===== src/rtl/dynamic_deobfuscation_rx_if.sv =====
// rtl/dynamic_deobfuscation_rx_if.sv - link, key and status bundle for the deobfuscation receiver
interface dynamic_deobfuscation_rx_if #(
  parameter int BitNo = 64
);
  logic [BitNo-1:0] DataIn;
  logic             DataInValid;
  logic [BitNo-1:0] InputKey;
  logic             KeyLoad;
  logic [BitNo-1:0] GKey;
  logic [BitNo-1:0] DataOut;
  logic             Data_valid;
  logic             Unlocked;
  logic             LockedOut;
  logic [3:0]       FailCount;
  logic [15:0]      WordCount;
  logic [BitNo-1:0] Checksum;
  logic [15:0]      DropCount;

  modport master (
    output DataIn, DataInValid, InputKey, KeyLoad, GKey,
    input  DataOut, Data_valid, Unlocked, LockedOut, FailCount, WordCount, Checksum, DropCount
  );

  modport slave (
    input  DataIn, DataInValid, InputKey, KeyLoad, GKey,
    output DataOut, Data_valid, Unlocked, LockedOut, FailCount, WordCount, Checksum, DropCount
  );
endinterface


===== src/rtl/dynamic_deobfuscation_rx.sv =====
// rtl/dynamic_deobfuscation_rx.sv - key-authenticated receiver gating an obfuscated word stream
module dynamic_deobfuscation_rx #(
  parameter int BitNo         = 64,
  parameter int MaxFail       = 3,
  parameter int LockoutCycles = 16,
  parameter int SessionWords  = 256
) (
  input logic                   Clk,
  input logic                   Rst_n,
  dynamic_deobfuscation_rx_if.slave bus
);

  localparam int              TW          = (LockoutCycles > 1) ? $clog2(LockoutCycles) : 1;
  localparam logic [TW-1:0]   TIMER_LOAD  = TW'(LockoutCycles - 1);
  localparam logic [3:0]      MAX_FAIL    = 4'(MaxFail);
  localparam logic [15:0]     SESSION_MAX = 16'(SessionWords);

  typedef enum logic [1:0] {
    ST_LOCKED   = 2'd0,
    ST_CHECK    = 2'd1,
    ST_UNLOCKED = 2'd2,
    ST_LOCKOUT  = 2'd3
  } state_t;

  state_t           state;
  logic [BitNo-1:0] key_reg;
  logic [TW-1:0]    timer;
  logic [3:0]       fail_count;
  logic [15:0]      word_count;
  logic [BitNo-1:0] checksum;
  logic [15:0]      drop_count;
  logic [BitNo-1:0] data_out;
  logic             data_valid;
  logic             unlocked;
  logic             locked_out;

  logic [15:0]      drop_next;
  logic             key_ok;
  logic             session_end;

  assign drop_next   = (drop_count == 16'hFFFF) ? drop_count : drop_count + 16'd1;
  assign key_ok      = (key_reg == bus.GKey);
  // The word being accepted now is the last one this session may carry.
  assign session_end = bus.DataInValid && (word_count + 16'd1 == SESSION_MAX);

  always_ff @(posedge Clk) begin
    if (!Rst_n) begin
      state      <= ST_LOCKED;
      key_reg    <= '0;
      timer      <= '0;
      fail_count <= '0;
      word_count <= '0;
      checksum   <= '0;
      drop_count <= '0;
      data_out   <= '0;
      data_valid <= 1'b0;
      unlocked   <= 1'b0;
      locked_out <= 1'b0;
    end else begin
      data_valid <= 1'b0;
      case (state)
        ST_LOCKED: begin
          if (bus.DataInValid) drop_count <= drop_next;
          if (bus.KeyLoad) begin
            key_reg <= bus.InputKey;
            state   <= ST_CHECK;
          end
        end

        ST_CHECK: begin
          if (bus.DataInValid) drop_count <= drop_next;
          if (key_ok) begin
            state      <= ST_UNLOCKED;
            unlocked   <= 1'b1;
            fail_count <= '0;
            word_count <= '0;
            checksum   <= '0;
          end else if (fail_count + 4'd1 == MAX_FAIL) begin
            fail_count <= MAX_FAIL;
            timer      <= TIMER_LOAD;
            state      <= ST_LOCKOUT;
            locked_out <= 1'b1;
          end else begin
            fail_count <= fail_count + 4'd1;
            state      <= ST_LOCKED;
          end
        end

        ST_UNLOCKED: begin
          // A golden key change revokes the session before the word is released.
          if (!key_ok) begin
            if (bus.DataInValid) drop_count <= drop_next;
            state    <= ST_LOCKED;
            unlocked <= 1'b0;
          end else begin
            if (bus.DataInValid) begin
              data_out   <= bus.DataIn;
              data_valid <= 1'b1;
              checksum   <= checksum ^ bus.DataIn;
              word_count <= word_count + 16'd1;
            end
            if (session_end) begin
              state    <= ST_LOCKED;
              unlocked <= 1'b0;
            end else if (bus.KeyLoad) begin
              key_reg  <= bus.InputKey;
              state    <= ST_CHECK;
              unlocked <= 1'b0;
            end
          end
        end

        ST_LOCKOUT: begin
          if (bus.DataInValid) drop_count <= drop_next;
          if (timer == '0) begin
            fail_count <= '0;
            state      <= ST_LOCKED;
            locked_out <= 1'b0;
          end else begin
            timer <= timer - TW'(1);
          end
        end

        default: state <= ST_LOCKED;
      endcase
    end
  end

  assign bus.DataOut    = data_out;
  assign bus.Data_valid = data_valid;
  assign bus.Unlocked   = unlocked;
  assign bus.LockedOut  = locked_out;
  assign bus.FailCount  = fail_count;
  assign bus.WordCount  = word_count;
  assign bus.Checksum   = checksum;
  assign bus.DropCount  = drop_count;

endmodule


===== src/flat_wrapper.sv =====
// flat-port wrapper written by rule: the top's interface ports become plain ports
module dynamic_deobfuscation_rx_flat 
#(
  parameter int BitNo         = 64,
  parameter int MaxFail       = 3,
  parameter int LockoutCycles = 16,
  parameter int SessionWords  = 256
)
  (Clk, Rst_n, bus_DataIn, bus_DataInValid, bus_InputKey, bus_KeyLoad, bus_GKey, bus_DataOut, bus_Data_valid, bus_Unlocked, bus_LockedOut, bus_FailCount, bus_WordCount, bus_Checksum, bus_DropCount);
  dynamic_deobfuscation_rx_if #(.BitNo(BitNo)) bus_i ();
  input logic Clk;
  input logic Rst_n;
  input wire logic [$bits(bus_i.DataIn)-1:0] bus_DataIn;
  input wire logic [$bits(bus_i.DataInValid)-1:0] bus_DataInValid;
  input wire logic [$bits(bus_i.InputKey)-1:0] bus_InputKey;
  input wire logic [$bits(bus_i.KeyLoad)-1:0] bus_KeyLoad;
  input wire logic [$bits(bus_i.GKey)-1:0] bus_GKey;
  output wire logic [$bits(bus_i.DataOut)-1:0] bus_DataOut;
  output wire logic [$bits(bus_i.Data_valid)-1:0] bus_Data_valid;
  output wire logic [$bits(bus_i.Unlocked)-1:0] bus_Unlocked;
  output wire logic [$bits(bus_i.LockedOut)-1:0] bus_LockedOut;
  output wire logic [$bits(bus_i.FailCount)-1:0] bus_FailCount;
  output wire logic [$bits(bus_i.WordCount)-1:0] bus_WordCount;
  output wire logic [$bits(bus_i.Checksum)-1:0] bus_Checksum;
  output wire logic [$bits(bus_i.DropCount)-1:0] bus_DropCount;
  assign bus_i.DataIn = bus_DataIn;
  assign bus_i.DataInValid = bus_DataInValid;
  assign bus_i.InputKey = bus_InputKey;
  assign bus_i.KeyLoad = bus_KeyLoad;
  assign bus_i.GKey = bus_GKey;
  assign bus_DataOut = bus_i.DataOut;
  assign bus_Data_valid = bus_i.Data_valid;
  assign bus_Unlocked = bus_i.Unlocked;
  assign bus_LockedOut = bus_i.LockedOut;
  assign bus_FailCount = bus_i.FailCount;
  assign bus_WordCount = bus_i.WordCount;
  assign bus_Checksum = bus_i.Checksum;
  assign bus_DropCount = bus_i.DropCount;
  dynamic_deobfuscation_rx #(.BitNo(BitNo), .MaxFail(MaxFail), .LockoutCycles(LockoutCycles), .SessionWords(SessionWords)) u_core (.Clk(Clk), .Rst_n(Rst_n), .bus(bus_i));
endmodule

===== config.mk =====
export PLATFORM = sky130hd
export DESIGN_NAME = dynamic_deobfuscation_rx_flat
export DESIGN_NICKNAME = d
export VERILOG_FILES = /design/src/rtl/dynamic_deobfuscation_rx_if.sv /design/src/rtl/dynamic_deobfuscation_rx.sv /design/src/flat_wrapper.sv
export SDC_FILE = /design/constraint.sdc
export NUM_CORES = 1
export LEC_CHECK = 0
export ABC_AREA = 1
export BUFFER_PORTS_ARGS = -buffer_cell sky130_fd_sc_hd__buf_2
export CORE_ASPECT_RATIO = 1.75
export CORE_MARGIN = 2
export CORE_UTILIZATION = 51
export CTS_BUF_LIST = sky130_fd_sc_hd__clkbuf_4
export DETAILED_ROUTE_END_ITERATION = 10
export PLACE_DENSITY_LB_ADDON = 0.2
export SLEW_MARGIN = 20
export SYNTH_ARGS = -nofsm -noshare
export SYNTH_HDL_FRONTEND = slang
export SYNTH_SLANG_ARGS = --single-unit

===== constraint.sdc =====
create_clock -name Clk -period 6 [get_ports Clk]
set_input_delay 0.3 -clock Clk [delete_from_list [all_inputs] [get_ports Clk]]
set_output_delay 0.3 -clock Clk [all_outputs]
set_load 0.02 [all_outputs]

# Yosys cells after proc, flatten, opt, wreduce, memory -nomap -nowiden
# Cells that the tools add are included.
[op_classes] add_sub_neg=4 n_reduce_logical=15 muxes=41 eq_ne=17 n_bitwise=1
[ops] op="2-to-1 mux 64 bit" count=6
[ops] op="one-hot mux 64 bit (2 select lines)" count=2
[ops] op="2-to-1 mux 16 bit" count=6
[ops] op="equality test 64 bit" count=1
[ops] op="one-hot mux 16 bit (2 select lines)" count=2
[ops] op="bitwise XOR 64 bit" count=1
[ops] op="adder 16 x 1 -> 16 bit, second input constant" count=2
[ops] op="2-to-1 mux 4 bit" count=6
[ops] op="equality test 16 bit, second input constant" count=1
[ops] op="equality test 16 x 9 -> 1 bit, second input constant" count=1
[ops] op="one-hot mux 4 bit (2 select lines)" count=2
[ops] op="2-to-1 mux 2 bit" count=6
[ops] op="AND reduction 3 bit" count=4
[ops] op="AND reduction 4 bit" count=3
[ops] op="inequality test 2 bit, second input constant" count=5
[ops] op="2-to-1 mux 1 bit" count=8
[ops] op="inequality test 2 x 1 -> 1 bit, second input constant" count=4
[ops] op="one-hot mux 2 bit (4 select lines)" count=1
[ops] op="nonzero test 2 bit" count=3
[ops] op="adder 4 x 1 -> 4 bit, second input constant" count=1
[ops] op="equality test 2 bit, second input constant" count=2
[ops] op="equality test 4 x 2 -> 1 bit, second input constant" count=1
[ops] op="logical NOT 4 bit" count=1
[ops] op="inequality test 4 bit, second input constant" count=1
[ops] op="7 further kinds" count=8
[word_totals] reg_bits=237 out_inout_bits=167 word_cells=89 input_bits=196

# Logic depth before layout (Yosys ltp)
# Gate-level depths: netlist of run 1.
[logic_depth] depth_word=6 depth_mapped=17 ltp_nobuf=16

# Worst setup path after synthesis of run 1
# Ideal clock, no wire load.
[synth_timing] kind="reg-to-reg" from="register u_core.word_count[0], in the netlist u_core.bus.WordCount[0]" to="register u_core.key_reg[0]" path_slack_ns=3.717 period_less_slack_ns=2.283 setup_time_ns=0.115 required_time_ns=5.885 arrival_ns=2.168 n_path_buf=2 path_stages_with_launch=15 path_cell_list="dfxtp_1 ha_1 nand2_1 nor2_1 nand2_1 xor2_1 nand3_1 nor2_1 nand2_1 nand2_2 nand2_4 buf_12 buf_8 a21oi_1 nor2_1"
[synth_between] elab_chain_len=5
[synth_rtl] item="from (decl)" line="dynamic_deobfuscation_rx.sv:29" text="logic [15:0] word_count;"
[synth_rtl] item="from (signal assigned)" line="dynamic_deobfuscation_rx.sv:100" text="word_count <= word_count + 16'd1;"
[synth_rtl] item="adder 16 x 1 -> 16 bit" line="dynamic_deobfuscation_rx.sv:44" text="assign session_end = bus.DataInValid && (word_count + 16'd1 == SESSION_MAX);"
[synth_rtl] item="equality test 16 x 9 -> 1 bit" line="dynamic_deobfuscation_rx.sv:44"
[synth_rtl] item="logical AND 1 bit" line="dynamic_deobfuscation_rx.sv:44"
[synth_rtl] item="inequality test 2 bit (no line)"
[synth_rtl] item="AND reduction 3 bit (no line)"
[synth_rtl] item="to (signal assigned)" line="dynamic_deobfuscation_rx.sv:65" text="key_reg <= bus.InputKey;"
[synth_rtl] item="to (signal assigned)" line="dynamic_deobfuscation_rx.sv:106" text="key_reg <= bus.InputKey;"
[synth_rtl] item="to (decl)" line="dynamic_deobfuscation_rx.sv:26" text="logic [BitNo-1:0] key_reg;"
# Every way passes these cells.
# A chain may end at the register's enable or synchronous reset.

# Worst setup path after layout of run 1
[layout_timing] from="register u_core.key_reg[55]" to="register u_core.data_out[40], in the netlist u_core.bus.DataOut[40]"
[layout_between] elab_chain_len=2
[layout_rtl] item="equality test 64 bit" line="dynamic_deobfuscation_rx.sv:42" text="assign key_ok = (key_reg == bus.GKey);"
[layout_rtl] item="AND reduction 3 bit (no line)"
[layout_rtl] item="to (signal assigned)" line="dynamic_deobfuscation_rx.sv:97" text="data_out <= bus.DataIn;"
[layout_rtl] item="to (decl)" line="dynamic_deobfuscation_rx.sv:32" text="logic [BitNo-1:0] data_out;"
# Every way passes these cells.

==> results.rst, run 1 <==
.. list-table::
   :header-rows: 1

   * - Metric
     - Value
   * - Leakage Power
     - 7.66 nW
   * - Die width
     - 125 um
   * - Std cell rows
     - 77
   * - Count of pins over their slew limit
     - 0
   * - Clock sink count
     - 237
   * - TritonCTS clock tree
     - done
   * - Maximum clock insertion buffer count
     - 3
   * - Area overhead of the layout relative to synthesis
     - 28.1%
   * - Leading cell types in the layout, fill and taps excluded
     - buf_2 (361), nor2_1 (356), nand2_1 (334)
   * - Placed Cells incl. Taps
     - 2423
   * - Data arrival time of the worst path
     - 4030 ps
   * - Most frequent standard cell in the layout excluding fill and tap cells
     - buf_2
   * - Vias in the first global route
     - 13800
   * - Final estimated routing congestion in global placement
     - 0.867
   * - Final WL
     - 39600 um
   * - DRT iter0 DRCs
     - 643
   * - Max stage delay on crit path
     - 600 ps
   * - Slew at the pin closest to its max-slew limit
     - 946 ps
   * - Layout cell share with drive strength beyond 1
     - 0.238
   * - Final non-filler cell total
     - 2654
   * - Count of synthesis-stage warnings from yosys
     - 0
   * - Worst-skew pair later-pin latency
     - 730 ps
   * - Initial standard-cell utilization of the core
     - 0.516
   * - Hold violation count in the final report
     - 0
   * - Peak supply drop
     - 0.158 mV
   * - Number of endpoints failing setup at the final stage
     - 0
   * - Post-route cell area
     - 16700 sq um
   * - First-pass DRT Iterations
     - 5
   * - Number of nets in the synthesized netlist
     - 2052
   * - DRC viols
     - 0
   * - Ratio of final minimum period to clock period
     - 0.569
   * - Largest area contributor in the synthesized netlist
     - dfxtp_1
   * - Overall Global Routing Usage
     - 0.285
   * - Logic pwr share
     - 0.135
   * - Reported net switching power
     - 933 uW
   * - Critical Path Source Type
     - flop
   * - Core area
     - 25200 sq um
   * - Synth cell types
     - 37
   * - Worst-case setup slack after placement
     - 2590 ps
   * - Share of the synthesized area in the top cell type
     - 0.364
   * - Area of placed instances
     - 14700 sq um
   * - Wire length of the first global-routing pass
     - 64300 um
   * - Kind of critical path
     - reg2reg
   * - Height of the die
     - 216 um
   * - Via count normalized by instance count
     - 5.20
   * - Max-cap violation count
     - 0
   * - CP required
     - 6610 ps
   * - Net switching fraction of the power
     - 0.275
   * - CTS H-Tree Depth
     - 2
   * - Netlist area before placement
     - 13000 sq um
   * - Clock tree root driver cell
     - clkbuf_4
   * - Number of setup buffers added after CTS
     - 0
   * - Shortest period the worst path allows
     - 3410 ps
   * - Post-Route Skew
     - 61.9 ps
   * - Pin count of the biggest net entering global routing
     - 94
   * - Clock transition at the register clock pins on the worst setup and hold paths after CTS
     - 80 ps
   * - Post-Syn Instances
     - 1850
   * - Series of cell instances along the critical path
     - inv_1 -> nand2_1 -> nand2_1 -> nor2_1 -> inv_1 -> nor2_1 -> nand2_1 -> nor2_1 -> nand2_1 -> nor2_4 -> buf_4 -> nand3_4 -> buf_4 -> o21ai_0 -> nor2_1
   * - Final WS setup
     - 2590 ps
   * - Total CTS buffers
     - 56
   * - Max FO, Critical Path
     - 93
   * - Number of register bits inferred by synthesis
     - 237
   * - Post-layout power
     - 3.39 mW
   * - Power per Cell Area
     - 203 nW/um^2
   * - Antenna violations before repair
     - 1
   * - Unrepaired setup endpoints after global routing
     - false
   * - Fill cell count
     - 2200
   * - Result of the run
     - complete, no violations
   * - Total congestion overflow
     - 0
   * - Port buffer count
     - 362
   * - I/O pin total
     - 363
   * - Top FF cell, synth
     - dfxtp_1
   * - Final setup TNS
     - 0 ps
   * - Area contributors post-synth
     - dfxtp_1 (36%), nor2_1 (10%), nand2_1 (9.6%)
   * - Sequential fraction of the synthesis area
     - 0.364
   * - Max transition margin
     - 0.369
   * - Asr flop ratio synth
     - 0
   * - Count of instances resized after the clock tree is built
     - 0
   * - Final net count
     - 2497
   * - Standard cell with the maximum stage delay on the critical path
     - buf_4
   * - Hold_ws
     - 116 ps
   * - Class of the tightest hold or removal check
     - in2reg
   * - Critical Path End Type
     - flop
   * - Proportion of power drawn by the clock network
     - 0.381
   * - Antenna Violating Nets Remaining
     - 0
   * - Number of buffers inserted for hold repair after clock tree synthesis
     - 130
   * - Average wire length per cell after detail routing
     - 14.9 um
   * - Fmax achieved
     - 293 MHz
   * - Number of enable flip-flop cells after synthesis
     - 0
   * - Die area
     - 26900 sq um
   * - Util after Layout
     - 0.662
   * - Mean post-synth cell area
     - 7.05 sq um
   * - Cell-internal power
     - 2.46 mW
   * - Share of power burned in registers
     - 0.484
   * - Via count
     - 13800
   * - Detailed placement HPWL
     - 25100 um
cells in the mapped netlist, types with 4 or more instances:
| library cell | instances |
|---|---|
| clkbuf_1 | 61 |
| ha_1 | 6 |
| o21ai_0 | 67 |
| dfxtp_1 | 237 |
| buf_12 | 6 |
| buf_2 | 28 |
| nor2_1 | 358 |
| o21ai_1 | 4 |
| a21oi_2 | 8 |
| buf_6 | 8 |
| a21oi_1 | 160 |
| nand3_2 | 58 |
| clkbuf_2 | 4 |
| xnor2_1 | 116 |
| nor2_2 | 9 |
| o2111ai_1 | 64 |
| nand3_1 | 70 |
| buf_4 | 7 |
| inv_2 | 4 |
| nand2_1 | 335 |
| xor2_1 | 24 |
| nand2_2 | 4 |
| inv_1 | 171 |
| nand4_1 | 14 |
| nor3_1 | 4 |
| or2_2 | 5 |
final timing paths:
check | end | cells after the start | from | slack, ps
worst max-delay path | u_core.bus.DataOut[40] | 15 | u_core.key_reg[55] | 2590
worst min register to register | u_core.bus.LockedOut | 2 | u_core.bus.LockedOut | 460
worst min-delay path | u_core.bus.WordCount[13] | 3 | Rst_n | 120
worst max register to register | u_core.bus.DataOut[40] | 15 | u_core.key_reg[55] | 2590
logic make-up after synthesis:
logic type | after synthesis | synth area share
buffers and inverters | 293 | 0.102
AND/OR/NAND/NOR | 864 | 0.293
flip-flops | 237 | 0.364
adder cells (fa/ha/maj) | 6 | 0.00576
XOR/XNOR | 140 | 0.0941
AO/OA/AOI/OAI | 310 | 0.141
critical path: cells and delay by family (launching register included):
family | cells | cell delay (ps)
AO/OA/AOI/OAI | 1 | 350
buffers and inverters | 4 | 1160
flip-flops | 1 | 390
AND/OR/NAND/NOR | 10 | 1370
routing by layer:
metal  track usage  up-vias  part of all wire
met5             0        -                 0
met4         0.157        0             0.051
met3        0.0597      124             0.064
met2         0.526      506              0.52
met1         0.297     6313              0.37
li1              -     6863                 -
cell type report:
type	instances	area, sq um	share of cell area
inverter	175	659	0.0395
timing repair buffer	505	3210	0.192
multi-input combinational	1320	6990	0.419
clock inverter	18	77.6	0.00464
clock buffer	82	616	0.0369
sequential	237	4740	0.284
antenna	1	2.50	0.000150
tap	316	395	0.0237
power groups by stage:
stage	sequential (mW)	combinational (mW)	clock [mW]
2_1_floorplan	1.67	0.258	0
6_report	1.64	0.457	1.30
3_3_place_gp	1.68	0.380	0
5_1_grt	1.65	0.511	1.41
4_1_cts	1.64	0.453	1.33
3_5_place_dp	1.68	0.387	0
Note: power is estimated with default switching activity, not from simulation.
==> inputs of run 2 (changes only) <==
ABC_AREA = 0   (was 1)
clock period = 3.2 ns   (was 6 ns; I/O delays follow)
==> results.rst, run 2 <==
.. list-table::
   :header-rows: 1

   * - Metric
     - Value
   * - Result of the run
     - complete, no violations (unchanged)
   * - Worst-skew pair later-pin latency
     - 700 ps (was 730 ps)
   * - Power per Cell Area
     - 399 nW/um^2 (was 203 nW/um^2)
   * - Vias in the first global route
     - 11200 (was 13800)
   * - Std cell rows
     - 70 (was 77)
   * - Max transition margin
     - 0.481 (was 0.369)
   * - Final setup TNS
     - 0 ps (unchanged)
   * - Count of synthesis-stage warnings from yosys
     - 0 (unchanged)
   * - Critical Path Source Type
     - flop (unchanged)
   * - Antenna violations before repair
     - 2 (was 1)
   * - Layout cell share with drive strength beyond 1
     - 0.272 (was 0.238)
   * - Peak supply drop
     - 0.386 mV (was 0.158 mV)
   * - Area contributors post-synth
     - dfxtp_1 (44%), xor2_1 (11%), nand2_1 (10%) (was dfxtp_1 (36%), nor2_1 (10%), nand2_1 (9.6%))
   * - Series of cell instances along the critical path
     - xor2_1 -> nor4_1 -> nand4_1 -> nor4_4 -> buf_4 -> nor2_1 -> nor4_4 -> buf_12 -> buf_12 -> mux2i_1 (was inv_1 -> nand2_1 -> nand2_1 -> nor2_1 -> inv_1 -> nor2_1 -> nand2_1 -> nor2_1 -> nand2_1 -> nor2_4 -> buf_4 -> nand3_4 -> buf_4 -> o21ai_0 -> nor2_1)
   * - Sequential fraction of the synthesis area
     - 0.444 (was 0.364)
   * - Leakage Power
     - 6.92 nW (was 7.66 nW)
   * - Overall Global Routing Usage
     - 0.312 (was 0.285)
   * - Via count
     - 11000 (was 13800)
   * - Netlist area before placement
     - 10700 sq um (was 13000 sq um)
   * - Height of the die
     - 196 um (was 216 um)
   * - Crit path buf inv count
     - 3 (was 4)
   * - Area of placed instances
     - 12900 sq um (was 14700 sq um)
   * - Length in cells of the worst reg-to-reg path
     - 10 (was 15)
   * - Asr flop ratio synth
     - 0 (unchanged)
   * - CP required
     - 3780 ps (was 6610 ps)
   * - Post-Syn Instances
     - 1241 (was 1850)
   * - Number of setup buffers added after CTS
     - 0 (unchanged)
   * - Count leader, synth
     - nand2_1 (was nor2_1)
   * - CTS H-Tree Depth
     - 2 (unchanged)
   * - Shortest period the worst path allows
     - 2950 ps (was 3410 ps)
   * - Die width
     - 113 um (was 125 um)
   * - Clock transition at the register clock pins on the worst setup and hold paths after CTS
     - 70 ps (was 80 ps)
   * - Most frequent standard cell in the layout excluding fill and tap cells
     - buf_2 (unchanged)
   * - Clock sink count
     - 237 (unchanged)
   * - Antenna Violating Nets Remaining
     - 0 (unchanged)
   * - Ratio of final minimum period to clock period
     - 0.923 (was 0.569)
   * - Logic depth of the worst path, buffers included
     - 10 (was 15)
   * - Standard cell with the maximum stage delay on the critical path
     - nor4_1 (was buf_4)
   * - Kind of critical path
     - reg2reg (unchanged)
   * - Number of cells on the worst hold path
     - 4 (was 3)
   * - Area overhead of the layout relative to synthesis
     - 41.1% (was 28.1%)
   * - Util after Layout
     - 0.727 (was 0.662)
   * - Critical Path End Type
     - flop (unchanged)
   * - Post-route cell area
     - 15100 sq um (was 16700 sq um)
   * - Max FO, Critical Path
     - 18 (was 93)
   * - TritonCTS clock tree
     - done (unchanged)
   * - Port buffer count
     - 362 (unchanged)
   * - Family with the most delay on the worst path
     - simple AND/OR/NAND/NOR gates (unchanged)
   * - Final estimated routing congestion in global placement
     - 0.867 (about the same)
   * - Number of nets in the synthesized netlist
     - 1443 (was 2052)
   * - Final WS setup
     - 247 ps (was 2590 ps)
   * - Maximum clock insertion buffer count
     - 3 (unchanged)
   * - Core area
     - 20800 sq um (was 25200 sq um)
   * - I/O pin total
     - 363 (unchanged)
   * - Clock tree root driver cell
     - clkbuf_4 (unchanged)
   * - Leading cell types in the layout, fill and taps excluded
     - buf_2 (361), nand2_1 (292), dfxtp_1 (237) (was buf_2 (361), nor2_1 (356), nand2_1 (334))
   * - Number of enable flip-flop cells after synthesis
     - 0 (unchanged)
   * - Total congestion overflow
     - 0 (unchanged)
   * - Leading cell types by count after synthesis
     - nand2_1 (294), dfxtp_1 (237), xor2_1 (134) (was nor2_1 (358), nand2_1 (335), dfxtp_1 (237))
   * - First-pass DRT Iterations
     - 5 (unchanged)
   * - Detailed placement HPWL
     - 21900 um (was 25100 um)
   * - Via count normalized by instance count
     - 5.33 (was 5.20)
   * - DRT iter0 DRCs
     - 747 (was 643)
   * - Fmax achieved
     - 339 MHz (was 293 MHz)
   * - Slew at the pin closest to its max-slew limit
     - 779 ps (was 946 ps)
   * - Hold violation count in the final report
     - 0 (unchanged)
   * - Count of pins over their slew limit
     - 0 (unchanged)
   * - Initial standard-cell utilization of the core
     - 0.515 (was 0.516)
   * - Fill cell count
     - 1480 (was 2200)
   * - DRC viols
     - 0 (unchanged)
   * - Mean post-synth cell area
     - 8.62 sq um (was 7.05 sq um)
   * - Final WL
     - 35600 um (was 39600 um)
   * - Share of the synthesized area in the top cell type
     - 0.444 (was 0.364)
   * - Max stage delay on crit path
     - 580 ps (was 600 ps)
   * - Total CTS buffers
     - 55 (was 56)
   * - Data arrival time of the worst path
     - 3540 ps (was 4030 ps)
   * - Top FF cell, synth
     - dfxtp_1 (unchanged)
   * - Post-layout power
     - 6.03 mW (was 3.39 mW)
   * - Unrepaired setup endpoints after global routing
     - false (unchanged)
   * - Class of the tightest hold or removal check
     - in2reg (unchanged)
   * - Wire length of the first global-routing pass
     - 55700 um (was 64300 um)
   * - Pin count of the biggest net entering global routing
     - 89 (was 94)
   * - Die area
     - 22200 sq um (was 26900 sq um)
   * - Post-Route Skew
     - 38.8 ps (was 61.9 ps)
   * - Max-cap violation count
     - 0 (unchanged)
   * - Average wire length per cell after detail routing
     - 17.3 um (was 14.9 um)
   * - Largest area contributor in the synthesized netlist
     - dfxtp_1 (unchanged)
   * - Number of register bits inferred by synthesis
     - 237 (unchanged)
   * - Final net count
     - 1975 (was 2497)
   * - Number of endpoints failing setup at the final stage
     - 0 (unchanged)
   * - Synth cell types
     - 55 (was 37)
   * - Worst-case setup slack after placement
     - 251 ps (was 2590 ps)
-- run 2: cell count changes after synthesis, moves of 52 or more --
cell       before  now
nor2_1        358   83
inv_1         171    8
a21oi_1       160   10
xnor2_1       116    2
xor2_1         24  134
mux2i_1         0   78
a21boi_0        1   71
o2111ai_1      64    1
nand3_2        58    1
o21ai_0        67   15
-- run 2: worst paths after layout --
check | slack, ps | startpoint | to
setup / recovery | 250 | u_core.key_reg[12] | u_core.key_reg[49]
hold / removal | 270 | bus_InputKey[42] | u_core.key_reg[42]
setup reg to reg | 250 | u_core.key_reg[12] | u_core.key_reg[49]
hold reg to reg | 460 | u_core.bus.DataOut[13] | u_core.bus.DataOut[13]
-- run 2: layout make-up --
cell class	instances	area, sq um	share of cell area
Multi-Input combinational cell	915	5560	0.369
Timing Repair Buffer	556	3800	0.252
Antenna cell	2	5.00	0.000332
Clock inverter	14	55.1	0.00365
Inverter	8	30.0	0.00199
Clock buffer	78	586	0.0388
Sequential cell	237	4740	0.314
Tap cell	252	315	0.0209
-- run 2: cell families (layout without fill, tap and decap cells) --
logic type | count (synthesis) | in the layout | share of synthesized area
flip-flops | 237 | 237 | 0.444
other | 0 | 2 | 0
XOR/XNOR | 136 | 136 | 0.111
adder cells (fa/ha/maj) | 6 | 6 | 0.00702
buffers and inverters | 89 | 656 | 0.0384
AO/OA/AOI/OAI | 133 | 133 | 0.0904
AND/OR/NAND/NOR | 561 | 561 | 0.235
multiplexers | 79 | 79 | 0.0740
-- run 2: worst register-to-register path, stage by stage (launching register included) --
cell,delay [ps]
dfxtp_1,330
xor2_1,170
nor4_1,580
nand4_1,240
nor4_4,440
buf_4,210
nor2_1,60
nor4_4,190
buf_12,230
buf_12,180
mux2i_1,250
-- run 2: per-layer routing --
| metal | vias to the layer above | track usage | wire length, um |
|---|---|---|---|
| met3 | 121 | 0.0832 | 2530 |
| met1 | 5120 | 0.316 | 12900 |
| met2 | 502 | 0.556 | 18100 |
| li1 | 5239 | - | - |
| met4 | 0 | 0.200 | 2170 |
| met5 | - | 0 | 0 |
-- run 2: report_power, final --
| group | switching, mW | total, mW | internal (mW) |
|---|---|---|---|
| combinational | 0.324 | 0.690 | 0.366 |
| sequential | 0.0521 | 3.06 | 3.01 |
| clock | 1.17 | 2.28 | 1.11 |
-- run 2: repair_timing --
item                                   CTS  global route
resized for setup                        0             0
endpoints found under the hold margin  216             0
hold buffers                           159             0
-- run 2: metrics by stage --
stage               cells  hold slack (ps)
finish               2062              266
global route         2062              225
CTS                  2060              191
detailed placement   1809              415
global placement     1809              407
floorplan            1241              302
